$ cat config.mk
export PLATFORM = sky130hd
export DESIGN_NAME = weight_fifo_ctrl
export DESIGN_NICKNAME = d
export VERILOG_FILES = /design/src/rtl/tpu_weight_pkg.sv /design/src/rtl/wfc_addr_gen.sv /design/src/rtl/weight_fifo_ctrl.sv
export SDC_FILE = /design/constraint.sdc
export NUM_CORES = 1
export LEC_CHECK = 0
export BUFFER_PORTS_ARGS = -buffer_cell sky130_fd_sc_hd__buf_2
export CORE_AREA = 2 2 55 57
export CTS_BUF_LIST = sky130_fd_sc_hd__clkbuf_8
export CTS_CLUSTER_SIZE = 28
export DETAILED_ROUTE_END_ITERATION = 6
export DIE_AREA = 0 0 57 59
export PLACE_DENSITY_LB_ADDON = 0.25
export SYNTH_ARGS = -nofsm -noshare
export SYNTH_HDL_FRONTEND = slang
export SYNTH_SLANG_ARGS = --single-unit
$ cat constraint.sdc
create_clock -name clk -period 2 [get_ports clk]
set_input_delay 0.5 -clock clk [delete_from_list [all_inputs] [get_ports clk]]
set_output_delay 0.5 -clock clk [all_outputs]
set_load 0.01 [all_outputs]
$ cat src/rtl/tpu_weight_pkg.sv
// Shared types and default sizing for the weight-FIFO loader.
package tpu_weight_pkg;

    localparam int DEFAULT_FIFO_DEPTH = 4;
    localparam int DEFAULT_DATA_WIDTH = 8;
    localparam int DEFAULT_ADDR_WIDTH = 8;

    typedef enum logic [1:0] {
        ST_IDLE  = 2'd0,
        ST_LOAD  = 2'd1,
        ST_FULL  = 2'd2,
        ST_DRAIN = 2'd3
    } wfc_state_e;

endpackage

$ cat src/rtl/wfc_addr_gen.sv
// Weight-memory read sequencer: captures the base address and issues
// FIFO_DEPTH consecutive reads with a wrapping address.
module wfc_addr_gen
    import tpu_weight_pkg::*;
#(
    parameter int ADDR_WIDTH = DEFAULT_ADDR_WIDTH,
    parameter int FIFO_DEPTH = DEFAULT_FIFO_DEPTH
) (
    input  logic                  clk,
    input  logic                  reset,
    input  logic                  start,
    input  logic                  abort,
    input  logic [ADDR_WIDTH-1:0] base_addr,
    output logic                  rd_en,
    output logic [ADDR_WIDTH-1:0] rd_addr
);

    localparam int CW = $clog2(FIFO_DEPTH + 1);
    localparam logic [CW-1:0] LAST_ISSUE = CW'(FIFO_DEPTH);

    logic                  rd_en_reg;
    logic [ADDR_WIDTH-1:0] addr_reg;
    logic [CW-1:0]         issue_cnt_reg;

    // issue_cnt_reg counts reads already presented on the bus, including the current one
    always_ff @(posedge clk or negedge reset) begin
        if (!reset) begin
            rd_en_reg     <= 1'b0;
            addr_reg      <= '0;
            issue_cnt_reg <= '0;
        end else if (abort) begin
            rd_en_reg     <= 1'b0;
            addr_reg      <= '0;
            issue_cnt_reg <= '0;
        end else if (start) begin
            rd_en_reg     <= 1'b1;
            addr_reg      <= base_addr;
            issue_cnt_reg <= CW'(1);
        end else if (rd_en_reg) begin
            if (issue_cnt_reg == LAST_ISSUE) begin
                rd_en_reg     <= 1'b0;
                issue_cnt_reg <= '0;
            end else begin
                addr_reg      <= addr_reg + 1'b1;
                issue_cnt_reg <= issue_cnt_reg + 1'b1;
            end
        end
    end

    assign rd_en   = rd_en_reg;
    assign rd_addr = addr_reg;

endmodule

$ cat src/rtl/weight_fifo_ctrl.sv
// Controller that fills a weight FIFO from memory and drains it into the
// systolic array on request.
module weight_fifo_ctrl
    import tpu_weight_pkg::*;
#(
    parameter int DATA_WIDTH = DEFAULT_DATA_WIDTH,
    parameter int FIFO_DEPTH = DEFAULT_FIFO_DEPTH,
    parameter int ADDR_WIDTH = DEFAULT_ADDR_WIDTH
) (
    input  logic                               clk,
    input  logic                               reset,
    input  logic                               load_start,
    input  logic [ADDR_WIDTH-1:0]              load_base_addr,
    input  logic                               drain_req,
    input  logic                               flush,
    output logic                               mem_rd_en,
    output logic [ADDR_WIDTH-1:0]              mem_rd_addr,
    output logic                               fifo_en,
    output logic                               fifo_clr,
    output logic                               busy,
    output logic                               full,
    output logic                               drain_done,
    output logic                               cmd_err,
    output logic [$clog2(FIFO_DEPTH+1)-1:0]    count
);

    localparam int CW = $clog2(FIFO_DEPTH + 1);
    localparam logic [CW-1:0] DEPTH_C = CW'(FIFO_DEPTH);

    if (FIFO_DEPTH < 2 || FIFO_DEPTH > 16 || DATA_WIDTH < 1) begin : g_param_check
        $error("weight_fifo_ctrl: FIFO_DEPTH must be 2..16 and DATA_WIDTH positive");
    end

    wfc_state_e    state_reg;
    logic [CW-1:0] count_reg;
    logic          fifo_en_reg;
    logic          fifo_clr_reg;
    logic          full_reg;
    logic          busy_reg;
    logic          drain_done_reg;
    logic          cmd_err_reg;
    logic          load_accept;

    assign load_accept = load_start && !flush && (state_reg == ST_IDLE);

    wfc_addr_gen #(
        .ADDR_WIDTH (ADDR_WIDTH),
        .FIFO_DEPTH (FIFO_DEPTH)
    ) u_addr_gen (
        .clk       (clk),
        .reset     (reset),
        .start     (load_accept),
        .abort     (flush),
        .base_addr (load_base_addr),
        .rd_en     (mem_rd_en),
        .rd_addr   (mem_rd_addr)
    );

    always_ff @(posedge clk or negedge reset) begin
        if (!reset) begin
            state_reg      <= ST_IDLE;
            count_reg      <= '0;
            fifo_en_reg    <= 1'b0;
            fifo_clr_reg   <= 1'b0;
            full_reg       <= 1'b0;
            busy_reg       <= 1'b0;
            drain_done_reg <= 1'b0;
            cmd_err_reg    <= 1'b0;
        end else begin
            fifo_clr_reg   <= 1'b0;
            drain_done_reg <= 1'b0;
            cmd_err_reg    <= 1'b0;
            if (flush) begin
                state_reg    <= ST_IDLE;
                count_reg    <= '0;
                fifo_en_reg  <= 1'b0;
                fifo_clr_reg <= 1'b1;
                full_reg     <= 1'b0;
                busy_reg     <= 1'b0;
            end else begin
                if (load_start && state_reg != ST_IDLE) begin
                    cmd_err_reg <= 1'b1;
                end
                case (state_reg)
                    ST_IDLE: begin
                        if (load_start) begin
                            state_reg    <= ST_LOAD;
                            fifo_clr_reg <= 1'b1;
                            busy_reg     <= 1'b1;
                            count_reg    <= '0;
                        end
                    end
                    // Read data lands one cycle after the strobe, so the shift follows it
                    ST_LOAD: begin
                        fifo_en_reg <= mem_rd_en;
                        if (mem_rd_en) begin
                            count_reg <= count_reg + 1'b1;
                        end
                        if (count_reg == DEPTH_C) begin
                            state_reg <= ST_FULL;
                            full_reg  <= 1'b1;
                        end
                    end
                    ST_FULL: begin
                        if (drain_req) begin
                            state_reg   <= ST_DRAIN;
                            full_reg    <= 1'b0;
                            fifo_en_reg <= 1'b1;
                            count_reg   <= count_reg - 1'b1;
                        end
                    end
                    ST_DRAIN: begin
                        if (count_reg == '0) begin
                            state_reg      <= ST_IDLE;
                            fifo_en_reg    <= 1'b0;
                            drain_done_reg <= 1'b1;
                            busy_reg       <= 1'b0;
                        end else begin
                            fifo_en_reg <= 1'b1;
                            count_reg   <= count_reg - 1'b1;
                        end
                    end
                    default: state_reg <= ST_IDLE;
                endcase
            end
        end
    end

    assign fifo_en    = fifo_en_reg;
    assign fifo_clr   = fifo_clr_reg;
    assign busy       = busy_reg;
    assign full       = full_reg;
    assign drain_done = drain_done_reg;
    assign cmd_err    = cmd_err_reg;
    assign count      = count_reg;

endmodule

Word level (Yosys, flattened, before mapping) --
Index checks and enable logic that the tools add are counted.
Storage, ports and cells: bits in registers 23, bits in latches 0, memory bits (writable) 0, memory bits (read-only) 0, input port bits 13, output and inout bits 18, memories kept 0
Operators by class: $add $sub $neg 4, multipliers 0, divide/modulo/power cells 0, $lt $le $gt $ge 0, equality and inequality tests 12, shift-type cells 0, multiplexer cells 44, bitwise logic cells 0, reductions and logical operators 17
Operators with widths (number):
- 8-bit 2-to-1 mux | 4
- 3-bit 2-to-1 mux | 9
- 1-bit 2-to-1 mux | 21
- 3-bit != test (second input constant) | 6
- 3-bit one-hot mux with 4 select lines | 1
- 2-bit 2-to-1 mux | 5
- 3-bit nonzero test | 3
- 8-bit by 1-bit adder with 8-bit output (second input constant) | 1
- 2-bit one-hot mux with 4 select lines | 1
- 4-bit AND reduction | 2
- 3-bit by 1-bit adder with 3-bit output (second input constant) | 2
- 3-bit equality test (second input constant) | 2
- 3-bit AND reduction | 2
- 2-bit equality test (second input constant) | 2
- 1-bit one-hot mux with 2 select lines | 2
- 2-bit AND reduction | 2
- 4-bit nonzero test | 1
- 1-bit logical AND | 3
- 3-bit logical NOT | 1
- 3-bit by 2-bit != test with 1-bit output (second input constant) | 1
- 1-bit one-hot mux with 3 select lines | 1
- 3-bit by 1-bit subtractor with 3-bit output (second input constant) | 1
- 2-bit by 1-bit equality test with 1-bit output (second input constant) | 1
- 2-bit logical NOT | 1
- 2 further kinds | 2

Logic depth before layout (Yosys ltp) --
Gate-level depths: netlist of run 1.
depth in word-level cells 5, depth in mapped cells 8, depth with buffers taken out 8

Cells and area by module --
A second synthesis of run 1 with hierarchy kept.
Second synthesis, totals: cells, all modules 145, area total of the unflattened synthesis 1388.8 sq um
By module, submodules not included:
- weight_fifo_ctrl | times used 1, cells an instance 71, area each 705.7 sq um
- wfc_addr_gen | times used 1, cells an instance 74, area each 683.2 sq um

Least setup slack after synthesis of run 1 --
OpenSTA, ideal clock, no wires.
kind reg2reg, from reg state_reg[0], to reg count_reg[2], in the netlist count[2], setup time 0.078 ns, data arrival time 1.946 ns, setup slack -0.024 ns, stages on the path, launching flop included 9, cell sequence dfrtp_1 > inv_1 > ha_1 > nor2_1 > fa_1 > xor2_1 > xnor2_1 > or4b_1 > a21oi_1
On the way: word-level cells in the longest chain between the ends 3, elaborated cells between the ends (all ways) 11
Ends and longest elaborated chain:
- start, declared | RTL line weight_fifo_ctrl.sv:34 | wfc_state_e state_reg;
- start signal, assigned | RTL line weight_fifo_ctrl.sv:61 | state_reg <= ST_IDLE;
- start signal, assigned | RTL line weight_fifo_ctrl.sv:74 | state_reg <= ST_IDLE;
- start signal, assigned | RTL line weight_fifo_ctrl.sv:87 | state_reg <= ST_LOAD;
- 2-bit by 1-bit equality test with 1-bit output (tied with other cells) | RTL line weight_fifo_ctrl.sv:84 | case (state_reg)
- 3-bit by 2-bit != test with 1-bit output (no source line) (tied with other cells)
- 4-bit AND reduction (no source line) / 3-bit 2-to-1 mux (equally long branches)
- end signal, assigned | RTL line weight_fifo_ctrl.sv:97 | count_reg <= count_reg + 1'b1;
- end signal, assigned | RTL line weight_fifo_ctrl.sv:109 | count_reg <= count_reg - 1'b1;
- end signal, assigned | RTL line weight_fifo_ctrl.sv:120 | count_reg <= count_reg - 1'b1;
- end, declared | RTL line weight_fifo_ctrl.sv:35 | logic [CW-1:0] count_reg;
Several ways; a longest one is shown, not always the timed one. A chain may end at the register's enable or synchronous reset.

Worst setup path after layout of run 1 --
Ends and elaborated chain as after synthesis.

==> results by group, run 1 <==
Run status
  • Run status: finished, violations left
  • Failing checks: negative setup slack

Power
  • VDD IR max: 0.000928 V
  • Leakage: 0.804 nW
  • Power Density: around 1200 mW/mm²

Detailed routing
  • Antenna Nets Post-Route: 0
  • Vias: 1162
  • Wire length per cell: approximately 14 µm
  • Final routed DRC violation total: 0
  • Via/cell ratio: 5.56
  • Final routed wirelength across all metal layers: between 3 and 4 mm
  • Drt first pass iters: 4
  • Initial DRC Count: 31

Critical path
  • Maximum fanout along the worst path: 3
  • R2R Setup Slk: -0.04 ns
  • Worst setup path category: reg -> reg
  • Data required time of the worst path: 2.20 ns
  • Worst R2R End: count[2]
  • Worst reg2reg path depth: 8
  • FF-to-FF Start: state_reg[0]
  • Worst EP arrival: 2.24 ns
  • Startpoint types: register
  • Worst setup EP type: register

CTS
  • Clock transition at the register clock pins on the worst setup and hold paths after CTS: 0.08 ns
  • Number of buffers created by CTS: 3
  • Sink Count: 23
  • Clock root buffer master: clkbuf_8
  • Hold buffer count at cts: 0
  • CTS tree: built
  • Buffer depth of the longest clock path: 2
  • Maximum level of the CTS H-tree: 1
  • Worst-skew pair later-pin latency: between 0.2 and 0.3 ns

STA
  • Crit path time final: approximately 2.0 ns
  • Ratio of final minimum period to clock period: 102%
  • RSZ-0062 raised after global routing: true
  • Final WS setup: -0.0440 ns
  • Transition time of the tightest slew-check pin: 0.511 ns
  • Slew headroom: roughly two thirds
  • Maximum clock rate: 489 MHz
  • Max-slew violation count: 0
  • Final number of setup-violating endpoints: 1
  • Number of hold-slack violations in the final timing report: 0
  • Worst setup skew after layout: 0.00352 ns
  • Min Hold Slack: 0.195 ns

Final layout
  • Largest register FFs: 8
  • Diodes inserted: 0
  • Utilization after layout: around three fifths
  • Final layout net count: 200
  • Area grow syn2layout: 24.7%
  • Proportion of layout cells with a drive suffix above 1: 30.9%
  • Final non-filler cell area: 0.00165 mm²
  • Fillcell total: 243

Logic synthesis
  • Number of flops mapped to enable cells by yosys: 0
  • Leading register cell type out of synthesis: dfrtp_1
  • Number of nets in the synthesized netlist: between 150 and 200
  • Average footprint of a synthesized cell: 9.44 µm²
  • Ranking of synthesized cells by area: dfrtp_1 44%, nor2_1 7.1%, ha_1 6.6%
  • Share of flip-flops with an asynchronous set or reset after synthesis: 100%
  • Syn. warnings: 0
  • Total standard cell area after synthesis: 0.00132 mm²
  • Seq/Total Area, Yosys: a little over two fifths
  • Leading cell type by number of instances after synthesis: nor2_1
  • Seq cells post-synth: 23
  • Number of unique standard cell types used by synthesis: 32
  • Fraction of synthesized cell area taken by the top area cell type: 43.6%
  • Syn Inst Count: 140
  • Most common library cells after synthesis: 25 x nor2_1, 23 x dfrtp_1, 9 x inv_1
  • Biggest area consumer among synthesized cells: dfrtp_1

GRT
  • Global-route wire length before repair: 5.11 mm
  • Via count of the first global-routing pass: around 1200
  • Global-route congestion overflow total: 0
  • Pin count of the biggest net entering global routing: 24
  • Number of antenna violations at the first check in global routing: 0
  • All-Layer GR Usage: between 10% and 20%

Placed design
  • Area after detailed placement: 0.00153 mm²
  • Final HPWL from detailed placement: 2.15 mm
  • Placer Congestion: 0.801
  • Input/output buffers: 30

Flow run
  • MaxCap Viol Count: 0

Floorplanning
  • Area of the core: 0.00271 mm²
  • Die Footprint: between 0.003 and 0.004 mm²
  • Vertical die dimension: just under 60 µm
  • Starting density of the core: 48.8%
  • Num rows: 19
  • I/O pin count: 31
  • Die width: 57 µm

Worst hold path
  • Worst min-delay path category: in -> async
[layer usage]
layer | part of all wire (%) | vias to the layer above | GRT usage, %
li1 | - | 556 | -
met4 | 1.4 | 0 | 8.31
met2 | 54 | 30 | 35.0
met1 | 41 | 571 | 23.9
met3 | 3.7 | 5 | 2.84
met5 | 0 | - | 0
[where the power goes]
| group | switching [mW] | internal, mW | leakage [nW] | total, mW |
|---|---|---|---|---|
| combinational | 0.541 | 0.482 | 0.475 | 1.02 |
| sequential | 0.150 | 0.590 | 0.303 | 0.739 |
| clock | 0.149 | 0.137 | 0.0269 | 0.287 |
[critical path, cell delays in order (launching register included)]
cell	delay [ns]
dfrtp_1	0.43
inv_2	0.09
ha_4	0.15
nor2_4	0.04
fa_2	0.33
xor2_1	0.16
xnor2_1	0.14
or4b_4	0.51
a21oi_2	0.12
[what timing repair did]
item                       CTS  global route
gates resized for setup      3             5
buffers inserted             4             1
setup endpoints to repair    1             3
pin swaps                    3             6
[cell usage in the layout (no fill, tap or decap), drive strengths merged, types with 2 or more instances in the layout]
master,netlist,final
nand3,5,5
and4,2,2
a21boi,2,2
nor2,25,25
xnor2,2,2
nand4,4,4
inv,9,10
mux2i,5,5
o21ai,4,4
a211oi,8,8
nand2b,6,6
dfrtp,23,23
nand2,6,6
or4b,2,2
buf,1,40
and3,2,2
clkbuf,5,3
xor2,6,6
a21oi,5,5
ha,7,7
[logic make-up after synthesis]
logic type               count (synthesis)  share of synthesized area [%]
buffers and inverters                   15                           4.55
flip-flops                              23                           43.6
XOR/XNOR                                 8                           5.30
AND/OR/NAND/NOR                         55                           20.7
AO/OA/AOI/OAI                           25                           13.1
multiplexers                             6                           4.64
adder cells (fa/ha/maj)                  8                           8.14
[through the flow]
stage	std cells	TNS [ns]	total power [mW]	setup WS [ns]
finish	209	-0.0440	2.05	-0.0440
global route	209	-0.155	2.21	-0.121
CTS	208	-0.0439	2.00	-0.0439
detailed placement	200	-0.0434	1.65	-0.0434
global placement	200	0	1.60	0.0336
floorplan	140	0	1.34	0.0381
[cell type report]
type / instances / area, µm² / area share, %
Inverter: 9 / 33.8 / 2.05
Tap cell: 31 / 38.8 / 2.35
Sequential cell: 23 / 577 / 35.0
Multi-Input combinational cell: 102 / 728 / 44.2
Timing Repair Buffer: 40 / 225 / 13.7
Clock buffer: 3 / 41.3 / 2.51
Clock inverter: 1 / 3.75 / 0.228
[worst max-delay path by stage]
stage | start | end | slack, ns
global placement | state_reg[0] | count[2] | 0.03
finish | state_reg[0] | count[2] | -0.04
CTS | state_reg[1] | count[2] | -0.04
detailed placement | state_reg[0] | count[2] | -0.04
floorplan | state_reg[0] | count[2] | 0.04
global route | state_reg[0] | count[2] | -0.12
(Power assumes the default switching activity.)
==> inputs of run 2 (changes only) <==
--- a/config.mk
+++ b/config.mk
@@ -6,11 +6,11 @@
 export NUM_CORES = 1
 export LEC_CHECK = 0
 export BUFFER_PORTS_ARGS = -buffer_cell sky130_fd_sc_hd__buf_2
-export CORE_AREA = 2 2 55 57
+export CORE_AREA = 2 2 53 55
 export CTS_BUF_LIST = sky130_fd_sc_hd__clkbuf_8
 export CTS_CLUSTER_SIZE = 28
 export DETAILED_ROUTE_END_ITERATION = 6
-export DIE_AREA = 0 0 57 59
+export DIE_AREA = 0 0 55 57
 export PLACE_DENSITY_LB_ADDON = 0.25
 export SYNTH_ARGS = -nofsm -noshare
 export SYNTH_HDL_FRONTEND = slang
==> constraint.sdc (replaced) <==
create_clock -name clk -period 2.1 [get_ports clk]
set_input_delay 0.21 -clock clk [delete_from_list [all_inputs] [get_ports clk]]
set_output_delay 0.21 -clock clk [all_outputs]
set_load 0.01 [all_outputs]
==> run 2 against run 1 <==
  * The flow now finishes without violations
  * First-iteration DRC count shrank 55%
  * Global-route usage rose by 0.16 points
  * Clock skew decreased by 0.00097 ns
  * Flip-flop and latch count did not move
  * Power fell by 10%
  * Wire length shrank 8.9%
  * Register-to-register slack improved by 0.11 ns
  * Clock power fell by 7.7%
  * Utilization increased by 0.49 points
  * Largest power group unchanged
  * Highest routed layer unchanged
==> results by group, run 2 (synthesis gave the netlist of run 1 again) <==
Critical path
  • Maximum fanout along the worst path: 3
  • Critical-path cell with the highest stage delay: or4b_1
  • R2R Setup Slk: 0.07 ns
  • Worst EP arrival: 2.22 ns
  • Worst R2R End: count[2]
  • Worst reg2reg path depth: 8
  • Buffer and inverter count on the worst path: 1
  • Highest cell delay on the worst timing path: 0.46 ns
  • FF-to-FF Start: state_reg[0]
  • Data required time of the worst path: 2.29 ns
  • Worst setup path category: reg -> reg
  • Worst setup EP type: register
  • Startpoint types: register
  • Largest delay contributor family on the critical path: adder cells
  • Sequence of cells on the critical path: inv_2 > ha_2 > nor2_4 > fa_2 > xor2_1 > xnor2_1 > or4b_1 > a21oi_1

Detailed routing
  • Vias: 1117
  • Antenna Nets Post-Route: 0
  • Final routed wirelength across all metal layers: 2.73 mm
  • Final routed DRC violation total: 0
  • Drt first pass iters: 4
  • Via/cell ratio: 5.45
  • Initial DRC Count: 14
  • Wire length per cell: 13.3 µm

STA
  • Number of hold-slack violations in the final timing report: 0
  • Final number of setup-violating endpoints: 0
  • Slew headroom: 63.5%
  • Transition time of the tightest slew-check pin: 0.546 ns
  • Crit path time final: 2.03 ns
  • Worst setup skew after layout: 0.00255 ns
  • Max-slew violation count: 0
  • Min Hold Slack: ~0.22 ns
  • Ratio of final minimum period to clock period: 96.8%
  • Maximum clock rate: 492 MHz

Run status
  • Run status: completed

CTS
  • Maximum level of the CTS H-tree: 1
  • CTS tree: built
  • Sink Count: 23
  • Buffer depth of the longest clock path: 2
  • Clock transition at the register clock pins on the worst setup and hold paths after CTS: 0.08 ns
  • Clock root buffer master: clkbuf_8
  • Worst-skew pair later-pin latency: 0.26 ns
  • Number of buffers created by CTS: 3

Power
  • Clock network fraction of total power: 14.4%
  • Power Density: 1150 mW/mm²
  • Sw frac: about two fifths
  • Reg power frac: 37.9%
  • VDD IR max: 0.000936 V
  • Leakage: between 0.7 and 0.8 nW
  • Internal power summed over all cells: 1.09 mW
  • Combinational share of power: 47.7%
  • Psw: 0.746 mW
  • Total chip power: 1.84 mW

Worst hold path
  • Worst min-delay path category: in -> reg
  • Hold Path Origin: load_base_addr[3]
  • Worst Hold Path EP: u_addr_gen.rd_addr[3]
  • Cell count of the worst hold path: 3

GRT
  • Number of antenna violations at the first check in global routing: 0
  • Global-route track usage on met1: between 20% and 30%
  • Global routing usage on met3: 3.14%
  • Via count of the first global-routing pass: 1054
  • Global-route congestion overflow total: 0
  • All-Layer GR Usage: around a fifth
  • GR Layer Usage met2: 31.6%
  • Busiest grt layer: met2
  • Global-route wire length before repair: approximately 4.6 mm
  • Pin count of the biggest net entering global routing: 24

Final layout
  • Area grow syn2layout: 21.3%
  • Final layout net count: ~200
  • Final non-filler cell area: 0.00160 mm²
  • Largest register FFs: 8
  • Utilization after layout: 61.3%
  • Most used cells in the layout excluding fill and tap cells: 30 x buf_2, 24 x nor2_1, 22 x dfrtp_1
  • Diodes inserted: 0
  • Non-filler cells, final: 205
  • Proportion of layout cells with a drive suffix above 1: 27.6%
  • Most common library cell in the layout ignoring fill and taps: buf_2
  • Fillcell total: ~250

Floorplanning
  • Die Footprint: around 0.0031 mm²
  • I/O pin count: 31
  • Die width: about 55 µm
  • Starting density of the core: 50.5%
  • Area of the core: 0.00262 mm²
  • Vertical die dimension: 57 µm
  • Num rows: 19

Placed design
  • Area after detailed placement: 0.00151 mm²
  • Placed instance count: 198
  • Input/output buffers: 30
  • Placer Congestion: 0.835
  • Final HPWL from detailed placement: ~2.0 mm

Flow run
  • MaxCap Viol Count: 0
-- run 2: worst min-delay path, stage by stage --
cell and delay (ns):
buf_2 0.10, nor2_1 0.09, a211oi_1 0.05
-- run 2: power by group through the flow --
stage | logic, mW | registers [mW] | clock network, mW
4_1_cts | 0.858 | 0.691 | 0.275
6_report | 0.877 | 0.698 | 0.265
3_3_place_gp | 0.798 | 0.692 | 0
3_5_place_dp | 0.825 | 0.704 | 0
5_1_grt | 0.990 | 0.727 | 0.293
2_1_floorplan | 0.553 | 0.717 | 0
-- run 2: timing repair --
item	in CTS	in global routing
endpoints found under the setup margin	1	1
pin swaps	0	1
hold endpoints to repair	23	0
hold buffers	1	0
gates resized for setup	1	7
setup buffers	2	0
-- run 2: per-stage QoR --
stage                     setup TNS, ns  setup WS (ns)
after floorplan                       0         0.0761
after global placement                0         0.0793
after global routing          -0.000828      -0.000828
after detailed placement        -0.0304        -0.0304
final                                 0         0.0677
after CTS                             0        0.00645
-- run 2: final cells by class --
class / count / area (µm²) / area share, %
clock inverter: 1 / 3.75 / 0.234
inverter: 9 / 33.8 / 2.11
timing repair buffer: 36 / 198 / 12.3
clock buffer: 3 / 41.3 / 2.58
multi-input combinational: 102 / 711 / 44.3
tap: 31 / 38.8 / 2.42
sequential: 23 / 577 / 36.0
-- run 2: layer usage --
metal | up-vias | part of all wire [%] | wire (µm)
met1 | 534 | 46 | 1250
met5 | - | 0 | 0
met4 | 0 | 1.1 | 30
li1 | 557 | - | -
met2 | 22 | 50 | 1380
met3 | 4 | 3.0 | 81
-- run 2: worst max path at each step --
| stage | to | startpoint | depth (start not counted) |
|---|---|---|---|
| global placement | count[2] | state_reg[0] | 8 |
| finish | count[2] | state_reg[0] | 8 |
| CTS | count[2] | state_reg[0] | 8 |
| detailed placement | count[2] | state_reg[0] | 8 |
| floorplan | count[2] | state_reg[0] | 8 |
| global route | count[2] | state_reg[0] | 8 |
